File: config.mk
export PLATFORM = sky130hd
export DESIGN_NAME = load_store_unit
export DESIGN_NICKNAME = d
export VERILOG_FILES = /design/src/rtl/mem_pkg.sv /design/src/rtl/load_extend.sv /design/src/rtl/load_store_unit.sv
export SDC_FILE = /design/constraint.sdc
export NUM_CORES = 1
export LEC_CHECK = 0
export CORE_MARGIN = 2
export CORE_UTILIZATION = 41
export DETAILED_ROUTE_END_ITERATION = 10
export PLACE_DENSITY = 0.76
export SETUP_SLACK_MARGIN = 0.3
export SLEW_MARGIN = 10
export SYNTH_ARGS = -nofsm -noshare
export SYNTH_HDL_FRONTEND = slang
export SYNTH_SLANG_ARGS = --single-unit
File: constraint.sdc
create_clock -name clk -period 1.9 [get_ports clk]
set_clock_uncertainty 0.1 [all_clocks]
set_input_delay 0.285 -clock clk [delete_from_list [all_inputs] [get_ports clk]]
set_output_delay 0.285 -clock clk [all_outputs]
set_load 0.03 [all_outputs]
File: src/rtl/mem_pkg.sv
// Shared types for the load/store path: access sizes and the LSU sequencing states.
package mem_pkg;

  typedef enum logic [1:0] {
    BYTE = 2'd0,
    HALF = 2'd1,
    WORD = 2'd2
  } mem_size_t;

  typedef enum logic [1:0] {
    IDLE  = 2'd0,
    ISSUE = 2'd1,
    WAIT  = 2'd2,
    RESP  = 2'd3
  } lsu_state_t;

  localparam logic [3:0] MASK_SH = 4'b0011;
  localparam logic [3:0] MASK_SW = 4'b1111;

endpackage

File: src/rtl/load_extend.sv
// Selects the addressed byte/half/word lane of a memory word and extends it to 32 bits.
module load_extend
  import mem_pkg::*;
(
  input  logic [31:0] word,
  input  logic [1:0]  offset,
  input  mem_size_t   size,
  input  logic        sign,
  output logic [31:0] result
);

  logic [31:0] shifted;

  assign shifted = word >> {offset, 3'b000};

  // Pick the lane width and fill the upper bits with zeros or the lane's sign bit.
  always_comb begin
    // NOTE: every output of a combinational block gets a default first so no path can infer a latch.
    result = shifted;
    case (size)
      BYTE:    result = {{24{sign & shifted[7]}},  shifted[7:0]};
      HALF:    result = {{16{sign & shifted[15]}}, shifted[15:0]};
      default: result = shifted;
    endcase
  end

endmodule

File: src/rtl/load_store_unit.sv
// Single-outstanding load/store unit in front of a one-cycle-latency BRAM.
// Store: accept N, write N+1, respond N+2. Load: accept N, read N+1, capture N+2, respond N+3.
module load_store_unit
  import mem_pkg::*;
#(
  parameter int ADDR_W = 30
) (
  input  logic              clk,
  input  logic              rst,
  input  logic              req_valid,
  output logic              req_ready,
  input  logic [31:0]       addr,
  input  logic [31:0]       wdata,
  input  logic              MemRead,
  input  logic [3:0]        MemWrite,
  input  logic [1:0]        MemReadSize,
  input  logic              MemReadSigned,
  output logic              resp_valid,
  output logic [31:0]       rdata,
  output logic              misaligned,
  output logic              mem_en,
  output logic [3:0]        mem_we,
  output logic [ADDR_W-1:0] mem_addr,
  output logic [31:0]       mem_wdata,
  input  logic [31:0]       mem_rdata
);

  lsu_state_t  state, state_nxt;

  logic [31:0] addr_q;
  logic [31:0] wdata_q;
  logic        read_q;
  logic [3:0]  we_q;
  logic [1:0]  size_q;
  logic        signed_q;
  logic        mis_q;
  logic [31:0] rword_q;

  logic        req_live;
  logic        accept;
  logic        mis_now;
  logic [3:0]  we_lane;
  logic [31:0] ext_data;

  // A request with neither read nor write is not a request at all.
  assign req_live = MemRead | (|MemWrite);
  assign accept   = req_valid & req_live & (state == IDLE);

  // Rejection decided at acceptance time from the raw request.
  assign mis_now = (MemRead & (|MemWrite))
                 | (MemRead & (MemReadSize == 2'd3))
                 | (addr[0] & ((MemRead & (MemReadSize == HALF)) | (MemWrite == MASK_SH)))
                 | ((|addr[1:0]) & ((MemRead & (MemReadSize == WORD)) | (MemWrite == MASK_SW)));

  assign we_lane   = we_q << addr_q[1:0];
  assign mem_addr  = addr_q[ADDR_W+1:2];
  assign mem_wdata = wdata_q << {addr_q[1:0], 3'b000};

  load_extend u_load_extend (
    .word   (rword_q),
    .offset (addr_q[1:0]),
    .size   (mem_size_t'(size_q)),
    .sign   (signed_q),
    .result (ext_data)
  );

  // State register.
  always_ff @(posedge clk) begin
    // NOTE: sequential state uses non-blocking assignments so every flop samples pre-edge values.
    if (rst) state <= IDLE;
    else     state <= state_nxt;
  end

  // Request capture on acceptance and load-word capture one cycle after the BRAM read.
  always_ff @(posedge clk) begin
    if (rst) begin
      addr_q   <= '0;
      wdata_q  <= '0;
      read_q   <= 1'b0;
      we_q     <= '0;
      size_q   <= '0;
      signed_q <= 1'b0;
      mis_q    <= 1'b0;
      rword_q  <= '0;
    end else begin
      if (accept) begin
        addr_q   <= addr;
        wdata_q  <= wdata;
        read_q   <= MemRead;
        we_q     <= MemWrite;
        size_q   <= MemReadSize;
        signed_q <= MemReadSigned;
        mis_q    <= mis_now;
      end
      if (state == WAIT) rword_q <= mem_rdata;
    end
  end

  // Next-state and per-state memory/response outputs.
  always_comb begin
    state_nxt  = state;
    req_ready  = 1'b0;
    mem_en     = 1'b0;
    mem_we     = 4'b0000;
    resp_valid = 1'b0;
    misaligned = 1'b0;
    rdata      = '0;
    case (state)
      IDLE: begin
        req_ready = 1'b1;
        if (req_valid && req_live) state_nxt = ISSUE;
      end
      ISSUE: begin
        if (mis_q) begin
          state_nxt = RESP;
        end else if (read_q) begin
          mem_en    = 1'b1;
          state_nxt = WAIT;
        end else begin
          mem_en    = 1'b1;
          mem_we    = we_lane;
          state_nxt = RESP;
        end
      end
      WAIT: state_nxt = RESP;
      RESP: begin
        resp_valid = 1'b1;
        misaligned = mis_q;
        if (read_q && !mis_q) rdata = ext_data;
        state_nxt = IDLE;
      end
      default: state_nxt = IDLE;
    endcase
  end

endmodule

==> Yosys cells after proc, flatten, opt, wreduce, memory -nomap -nowiden <==
Index checks and enable logic that the tools add are counted.
W data, S select, Z words.
{ "classes": {"bitwise_logic": 16, "muxes": 15, "shifts": 3, "n_eq_ne": 10, "reduce_logical": 7} }
{ "op_table": {"columns": ["op", "n"], "rows": [
  ["$mux W32", 2],
  ["$pmux W32 S2", 1],
  ["$shl A32 B5 Y32", 1],
  ["$shr A32 B5 Y32", 1],
  ["$mux W4", 3],
  ["$and A1 B1 Y1", 10],
  ["$eq A2 B2 Y1 const B", 4],
  ["$pmux W2 S4", 1],
  ["$mux W1", 7],
  ["$eq A2 B1 Y1 const B", 3],
  ["$or A1 B1 Y1", 6],
  ["$eq A4 B2 Y1 const B", 1],
  ["$eq A4 B4 Y1 const B", 1],
  ["$logic_not A2 Y1", 2],
  ["$reduce_or A4 Y1", 1],
  ["$shl A4 B2 Y4", 1],
  ["$logic_and A1 B1 Y1", 2],
  ["$mux W2", 1],
  ["$ne A2 B1 Y1 const B", 1],
  ["$reduce_or A2 Y1", 1],
  ["$logic_not A1 Y1", 1]
]} }
{ "word_totals": {"elab_cells": 60, "out_inout_bits": 102, "reg_bits": 107} }

==> Longest topological paths before layout <==
Gate-level depths: netlist (run 1).
{ "logic_depth": {"depth_word": 6, "ltp_mapped": 7, "ltp_nobuf": 5} }

==> Cells and area by module <==
Synthesis (run 1) repeated with hierarchy kept, for this count alone.
{ "hier_totals": {"hier_cells": 721, "hier_area_um2": 5741.8} }
{ "by_module_without_submodules": {"columns": ["module", "seq_area_each_um2", "cells_per_inst", "area_each_um2", "instances"], "rows": [
  ["load_store_unit", 2142.1, 615, 4933.5, 1],
  ["load_extend", 0.0, 106, 808.3, 1]
]} }

==> Worst setup path after synthesis (run 1) <==
No wires, ideal clock.
{ "synth_timing": {"path_type": "register to output", "startpoint": "reg state[0]", "endpoint": "out rdata[16]", "required_time_ns": 1.515, "stages_incl_launch_ff": 6, "path_slack_ns": -0.899, "t_arrival_ns": 2.414, "path_buffers": 1, "path_cell_list": "dfxtp_1 ha_1 nand3b_1 or3b_2 clkbuf_1 o21ai_0"} }
{ "synth_between": {"elab_chain_cells": 2} }
{ "synth_rtl": {"columns": ["item", "line", "rtl"], "rows": [
  ["start, declared", "load_store_unit.sv:28", "lsu_state_t state, state_nxt;"],
  ["start signal, assigned", "load_store_unit.sv:71", "else state <= state_nxt;"],
  ["$eq A2 B2 Y1", "load_store_unit.sv:108", "case (state)"],
  ["$mux W32", "load_store_unit.sv:108", null],
  ["end, declared", "load_store_unit.sv:19", "output logic [31:0] rdata,"]
]} }
No other way between the ends.

==> Worst setup path after layout (run 1) <==
{ "layout_timing": {"startpoint": "reg state[0]", "endpoint": "out rdata[3]"} }
Same word-level chain as after synthesis.

==> run metrics, run 1 <==
Worst path slowest cell=dfxtp_4; Worst-path clk slew=0.08 ns; P&R area growth vs syn=109%; final WL=29600 um; via count=6946; antenna violations before repair=0; CTS Buf Count=9; WL/cell=25.2 um; syn avg cell area=8.18 sq um; Via density=5.91; gr usage total=0.296; most frequent CP cell=buf_4; dpl hpwl=13000 um; Root Driver=clkbuf_16; CTS tree=done; Finished Core Util=0.883; final setup margin=-0.555 ns; P per Cell Area=1220 nW/um^2; Crit path max-delay family=buffers and inverters; Worst Path Arrival=2.07 ns; clock buffer depth=2; clock period minus worst slack=2.46 ns; CP max stage delay=0.37 ns; cts hold-fix bufs=0; Initial Utilization=0.424; DIE WIDTH=121 um; number of nets still failing antenna checks after routing=0; first-pass GRT wire length=33900 um; Slew Limit Fails=0; Sink Count=107; crit path kind=reg -> out; largest net degree at the start of global routing=40; Power, Total=14400 uW; crit path cell chain=ha_4, nand3b_1, buf_4, buf_6, buf_12, a211oi_2, buf_4; Port-buffer cells=208; Setup Viol. Count Final=88; syn nets=802; Die Ht=121 um; post-synthesis cell count=691; die area=14700 sq um; total congestion overflow=0; Lkg Pwr=0.00486 uW; Setup crit start kind=register; post-synth cell types=39; Final Hold Vio Count=0; relative slew slack=0.639; ANT cells=0; Worst setup EP type=output pin; Seq/Total Area, Yosys=0.379; Max VDD drop=0.814 mV; unrepaired setup endpoints after global routing=yes; failing checks=negative setup slack; critical path peak fanout=8; max-cap viol count=0; Mapped Area=5650 sq um; floorplan row count=42; fraction of layout instances using a drive strength above 1=0.587; crit share post-route=1.29; initial drt markers=656; worst hold path type=in -> reg; vias in the first global route=6365; Core ar.=13300 sq um; routability cong.=0.838; Detailed Routing Iterations Pass 1=5; Critical path buffers and inverters=4; Nets=1106; Critical Path RT=1.51 ns; DRC=0; status=finished with violations; H-tree depth=3; slew at the pin with the worst max-slew slack=0.541 ns; synth warn=0; # IOs=209; Seq cells post-synth=107; maximum clock frequency=407 MHz; worst skew pair latency=0.37 ns
path summary, 6_finish.rpt:
| check | start | endpoint | slack, ns | cells past startpoint |
|---|---|---|---|---|
| worst min register to register | addr_q[31] | addr_q[31] | 0.37 | 2 |
| worst min-delay path | MemWrite[1] | we_q[1] | 0.22 | 4 |
| worst max-delay path | state[0] | rdata[3] | -0.56 | 7 |
| worst max register to register | state[1] | wdata_q[28] | -0.06 | 11 |
sequential cells by signal, indices dropped and copies added, names as in the netlist:
signal    count
addr_q       32
rword_q      32
wdata_q      32
we_q          4
size_q        2
state         2
mis_q         1
read_q        1
signed_q      1
through the flow:
step	hold slack, ns	instances	setup slack (ns)	TNS [ns]	instance area, sq um
2_1_floorplan	0.312	691	-0.412	-6.01	6440
3_3_place_gp	0.341	1061	-0.322	-24.45	8640
3_5_place_dp	0.352	1061	-0.428	-28.95	8640
4_1_cts	0.197	1137	-0.387	-15.37	10400
5_1_grt	0.221	1176	-0.609	-29.65	11800
6_report	0.224	1176	-0.555	-24.69	11800
final cells by class:
| class | count | area, sq um |
|---|---|---|
| Multi-Input combinational cell | 501 | 4710 |
| Clock inverter | 7 | 57.6 |
| Sequential cell | 107 | 2160 |
| Tap cell | 176 | 220 |
| Timing Repair Buffer | 372 | 4400 |
| Fill cell | 500 | 1560 |
| Inverter | 4 | 17.5 |
| Clock buffer | 9 | 225 |
worst min-delay path, delay by kind of cell:
kind,cells,cell delay [ns]
AND/OR/NAND/NOR,1,0.06
buffers and inverters,2,0.26
AO/OA/AOI/OAI,1,0.04
cell usage after synthesis:
cell type,count,share of area
a211oi_1,25,0.033
a21oi_1,43,0.038
a21oi_2,49,0.076
a31o_2,1,0.0015
a32oi_1,1,0.0015
and2_1,16,0.018
and4_1,1,0.0015
buf_1,7,0.0046
buf_2,16,0.014
buf_4,30,0.040
buf_6,7,0.014
clkbuf_1,18,0.012
clkbuf_8,2,0.0049
dfxtp_1,107,0.38
dlygate4sd3_1,1,0.0018
ha_1,4,0.0089
inv_1,4,0.0027
mux2i_1,68,0.12
mux4_2,1,0.0040
nand2_1,170,0.11
nand2_2,1,0.0011
nand2b_1,2,0.0022
nand3_1,2,0.0018
nand3b_1,2,0.0027
nor2_1,53,0.035
nor2b_1,19,0.021
nor3_1,3,0.0027
nor3b_1,1,0.0013
nor4b_2,1,0.0027
o211a_1,2,0.0035
o211ai_1,2,0.0027
o211ai_4,1,0.0038
o21ai_0,25,0.022
o21bai_1,1,0.0013
o2bb2ai_1,1,0.0015
or2_2,1,0.0011
or3b_2,1,0.0015
or4_4,1,0.0020
xor2_1,1,0.0015
cell usage in the layout, fill, tap and decap left out, types with 7 or more instances in the layout:
master	n
nor2b_1	12
mux2i_1	47
o21ai_1	7
a21oi_1	7
clkbuf_16	19
a21oi_4	12
buf_16	14
a211oi_2	14
nor2_4	8
nand2_1	34
nand2_2	48
and2_1	7
buf_12	30
mux2i_2	7
dfxtp_1	102
o21ai_2	10
dlygate4sd2_1	27
and2_4	9
clkdlybuf4s50_1	101
mux2i_4	14
buf_4	59
nand2_4	89
nor2_1	41
a21oi_2	73
buf_6	118
power by group:
| group | leakage (uW) | internal, uW | switching, uW |
|---|---|---|---|
| sequential | 0.000878 | 2720 | 656 |
| combinational | 0.00384 | 4610 | 4520 |
| clock | 0.000142 | 918 | 971 |
| total | 0.00486 | 8250 | 6150 |
layer usage:
metal | vias up | GRT usage | routed length, um | share of wire
li1 | 2910 | - | - | -
met1 | 3376 | 0.358 | 10300 | 0.35
met2 | 493 | 0.524 | 14900 | 0.50
met3 | 167 | 0.0681 | 2630 | 0.089
met4 | 0 | 0.0876 | 1810 | 0.061
met5 | - | 0 | 0 | 0
cell families after synthesis:
group | synth area share
compound gates | 0.185
xor+xnor | 0.00155
fa+ha+maj | 0.00885
buf+inv | 0.0938
flops | 0.379
mux | 0.124
simple gates | 0.207
timing repair:
item                       in CTS  in global routing
hold endpoints to repair        0                  0
gates resized for setup       286                234
cloned                         16                 10
setup buffers                  44                 29
pin swaps                      47                 77
setup endpoints to repair     177                158
Note: power is estimated with default switching activity, not from simulation.
==> run 2, diff against run 1 <==
--- a/config.mk
+++ b/config.mk
@@ -6,9 +6,9 @@
 export NUM_CORES = 1
 export LEC_CHECK = 0
 export CORE_MARGIN = 2
-export CORE_UTILIZATION = 41
+export CORE_UTILIZATION = 40
 export DETAILED_ROUTE_END_ITERATION = 10
-export PLACE_DENSITY = 0.76
+export PLACE_DENSITY = 0.74
 export SETUP_SLACK_MARGIN = 0.3
 export SLEW_MARGIN = 10
 export SYNTH_ARGS = -nofsm -noshare
==> run metrics, run 2 (synthesized netlist as in run 1, its figures left out) <==
Fin Hold WS=0.119 ns (-0.105 ns); fillcell total=733 (+47%); Lkg Pwr=0.00456 uW (-6.2%); Placed Area=8590 sq um (-0.49%); Die Ht=123 um (+1.2%); Worst Path Arrival=1.94 ns (-0.13 ns); Initial Utilization=0.409 (-0.0147); Routed met1 length=9550 um (-7.1%); failing checks=negative setup slack; crit share post-route=1.22 (-0.0696); cts hold-fix bufs=0 (unchanged); Max VDD drop=0.959 mV (+18%); DRC=0 (unchanged); crit path kind=reg -> out; Worst path slowest cell=dfxtp_4; Via density=5.40 (-8.6%); reg2reg setup slack=-0.15 ns (-0.09 ns); DR top layer=met5; WL/cell=21.2 um (-16%); final setup margin=-0.423 ns (+0.132 ns); largest net degree at the start of global routing=39 (-2.5%); Final Cell Area=11400 sq um (-3.5%); unrepaired setup endpoints after global routing=yes; Critical R2R Launch=state[1]; worst hold path type=in -> reg; Port-buffer cells=208 (unchanged); H-tree depth=3 (unchanged); total congestion overflow=0 (unchanged); Slew Limit Fails=0 (unchanged); vias in the first global route=6262 (-1.6%); die area=15100 sq um (+2.4%); CTS Buf Count=9 (unchanged); fraction of layout instances using a drive strength above 1=0.564 (-0.0234); first-pass GRT wire length=32900 um (-2.9%); WL met2=12400 um (-17%); max-cap viol count=0 (unchanged); Setup crit start kind=register; Sink Count=107 (unchanged); routed wl met3=1840 um (-30%); Final Hold Vio Count=0 (unchanged); antenna violations before repair=1 (+1); R2R cell count=13 (+2); setup TNS=-25.87 ns (-1.18 ns); Worst-path clk slew=0.07 ns (about the same); Worst R2R End=wdata_q[16]; maximum clock frequency=430 MHz (+5.7%); # IOs=209 (unchanged); most frequent cells in the layout=dfxtp_1, buf_6, clkdlybuf4s50_1; final std cells w/o fill=1163 (-1.1%); dpl hpwl=12800 um (-1.2%); CTS tree=done; relative slew slack=0.674 (+0.0346); crit path cell chain=buf_4, buf_6, buf_16, buf_12, buf_12, mux2i_4, o21ai_2, buf_6; via count=6280 (-9.6%); Core ar.=13800 sq um (+3.6%); ANT cells=0 (unchanged); slew at the pin with the worst max-slew slack=0.488 ns (-0.0526 ns); gr usage total=0.286 (-0.0106); biggest regs=addr_q x32, rword_q x32, wdata_q x32; routability cong.=0.860 (+2.7%); Worst setup EP type=output pin; Detailed Routing Iterations Pass 1=6 (+1); Root Driver=clkbuf_16; DIE WIDTH=123 um (+1.2%); Finished Core Util=0.823 (-0.0604); clock buffer depth=2 (unchanged); Setup Viol. Count Final=129 (+47%); P per Cell Area=1210 nW/um^2 (-0.56%); placed cells=1058 (-0.28%); worst hold start=rst; P&R area growth vs syn=101%; WHS Endpoint=addr_q[1]; floorplan row count=43 (+2.4%); Critical Path RT=1.51 ns (about the same); CP max stage delay=0.40 ns (+0.03 ns); critical path peak fanout=8 (unchanged); final WL=24700 um (-17%); initial drt markers=436 (-34%); clock period minus worst slack=2.32 ns (-0.132 ns); status=finished with violations; number of nets still failing antenna checks after routing=0 (unchanged); Nets=1089 (-1.5%); worst hold path stage count=2 (-2); worst skew pair latency=0.36 ns (about the same)
==> run 2: critical path, delay by kind of cell (launching register included) <==
kind                   cells  cell delay (ns)
muxes                      1             0.19
DFF                        1             0.40
buffers and inverters      6             0.80
AOI/OAI and AO/OA          1             0.17
==> run 2: how the worst max path moves through the flow <==
stage                     slack, ns             to  cells after the start   startpoint
after global routing          -0.47       rdata[3]                      6     state[0]
after detailed placement      -0.35      addr_q[2]                      7  MemWrite[0]
after global placement        -0.28       state[1]                      5  MemWrite[2]
after CTS                     -0.42      rdata[21]                      5     state[0]
after floorplan               -0.41      rdata[24]                      4    size_q[0]
final                         -0.42  mem_wdata[22]                      8    addr_q[1]
==> run 2: layer usage <==
metal | track usage | vias to the layer above
li1 | - | 2866
met1 | 0.319 | 3039
met2 | 0.501 | 298
met3 | 0.0918 | 75
met4 | 0.118 | 2
met5 | 0 | -
==> run 2: where the power goes <==
group          switching, uW  internal, uW  total (uW)
logic                   4080          4330        8410
clock network            921          1250        2170
registers                519          2720        3240
total                   5520          8290       13800
==> run 2: final cells by class <==
cell class | count | area [sq um] | share of cell area
Sequential cell | 107 | 2160 | 0.190
Clock buffer | 10 | 250 | 0.0220
Timing Repair Buffer | 357 | 4180 | 0.367
Clock inverter | 6 | 93.8 | 0.00825
Tap cell | 180 | 225 | 0.0198
Multi-Input combinational cell | 499 | 4450 | 0.391
Inverter | 4 | 17.5 | 0.00154
==> run 2: what timing repair did <==
action | in CTS | in global routing
resized for setup | 319 | 111
pin swaps | 49 | 49
endpoints found under the hold margin | 0 | 0
cloned | 15 | 5
setup buffers | 53 | 16
endpoints found under the setup margin | 177 | 180
==> run 2: stage by stage <==
stage / power (uW) / worst slack (ns)
5_1_grt: 14300 / -0.467
4_1_cts: 12600 / -0.424
6_report: 13800 / -0.423
3_3_place_gp: 8090 / -0.280
2_1_floorplan: 6700 / -0.412
3_5_place_dp: 8230 / -0.349
==> run 3, diff against run 2 <==
--- a/config.mk
+++ b/config.mk
@@ -6,9 +6,9 @@
 export NUM_CORES = 1
 export LEC_CHECK = 0
 export CORE_MARGIN = 2
-export CORE_UTILIZATION = 40
+export CORE_UTILIZATION = 41
 export DETAILED_ROUTE_END_ITERATION = 10
-export PLACE_DENSITY = 0.74
+export PLACE_DENSITY = 0.76
 export SETUP_SLACK_MARGIN = 0.3
 export SLEW_MARGIN = 10
 export SYNTH_ARGS = -nofsm -noshare
==> results of run 3 <==
Final layout, timing and power as in run 1 (identical DEF).
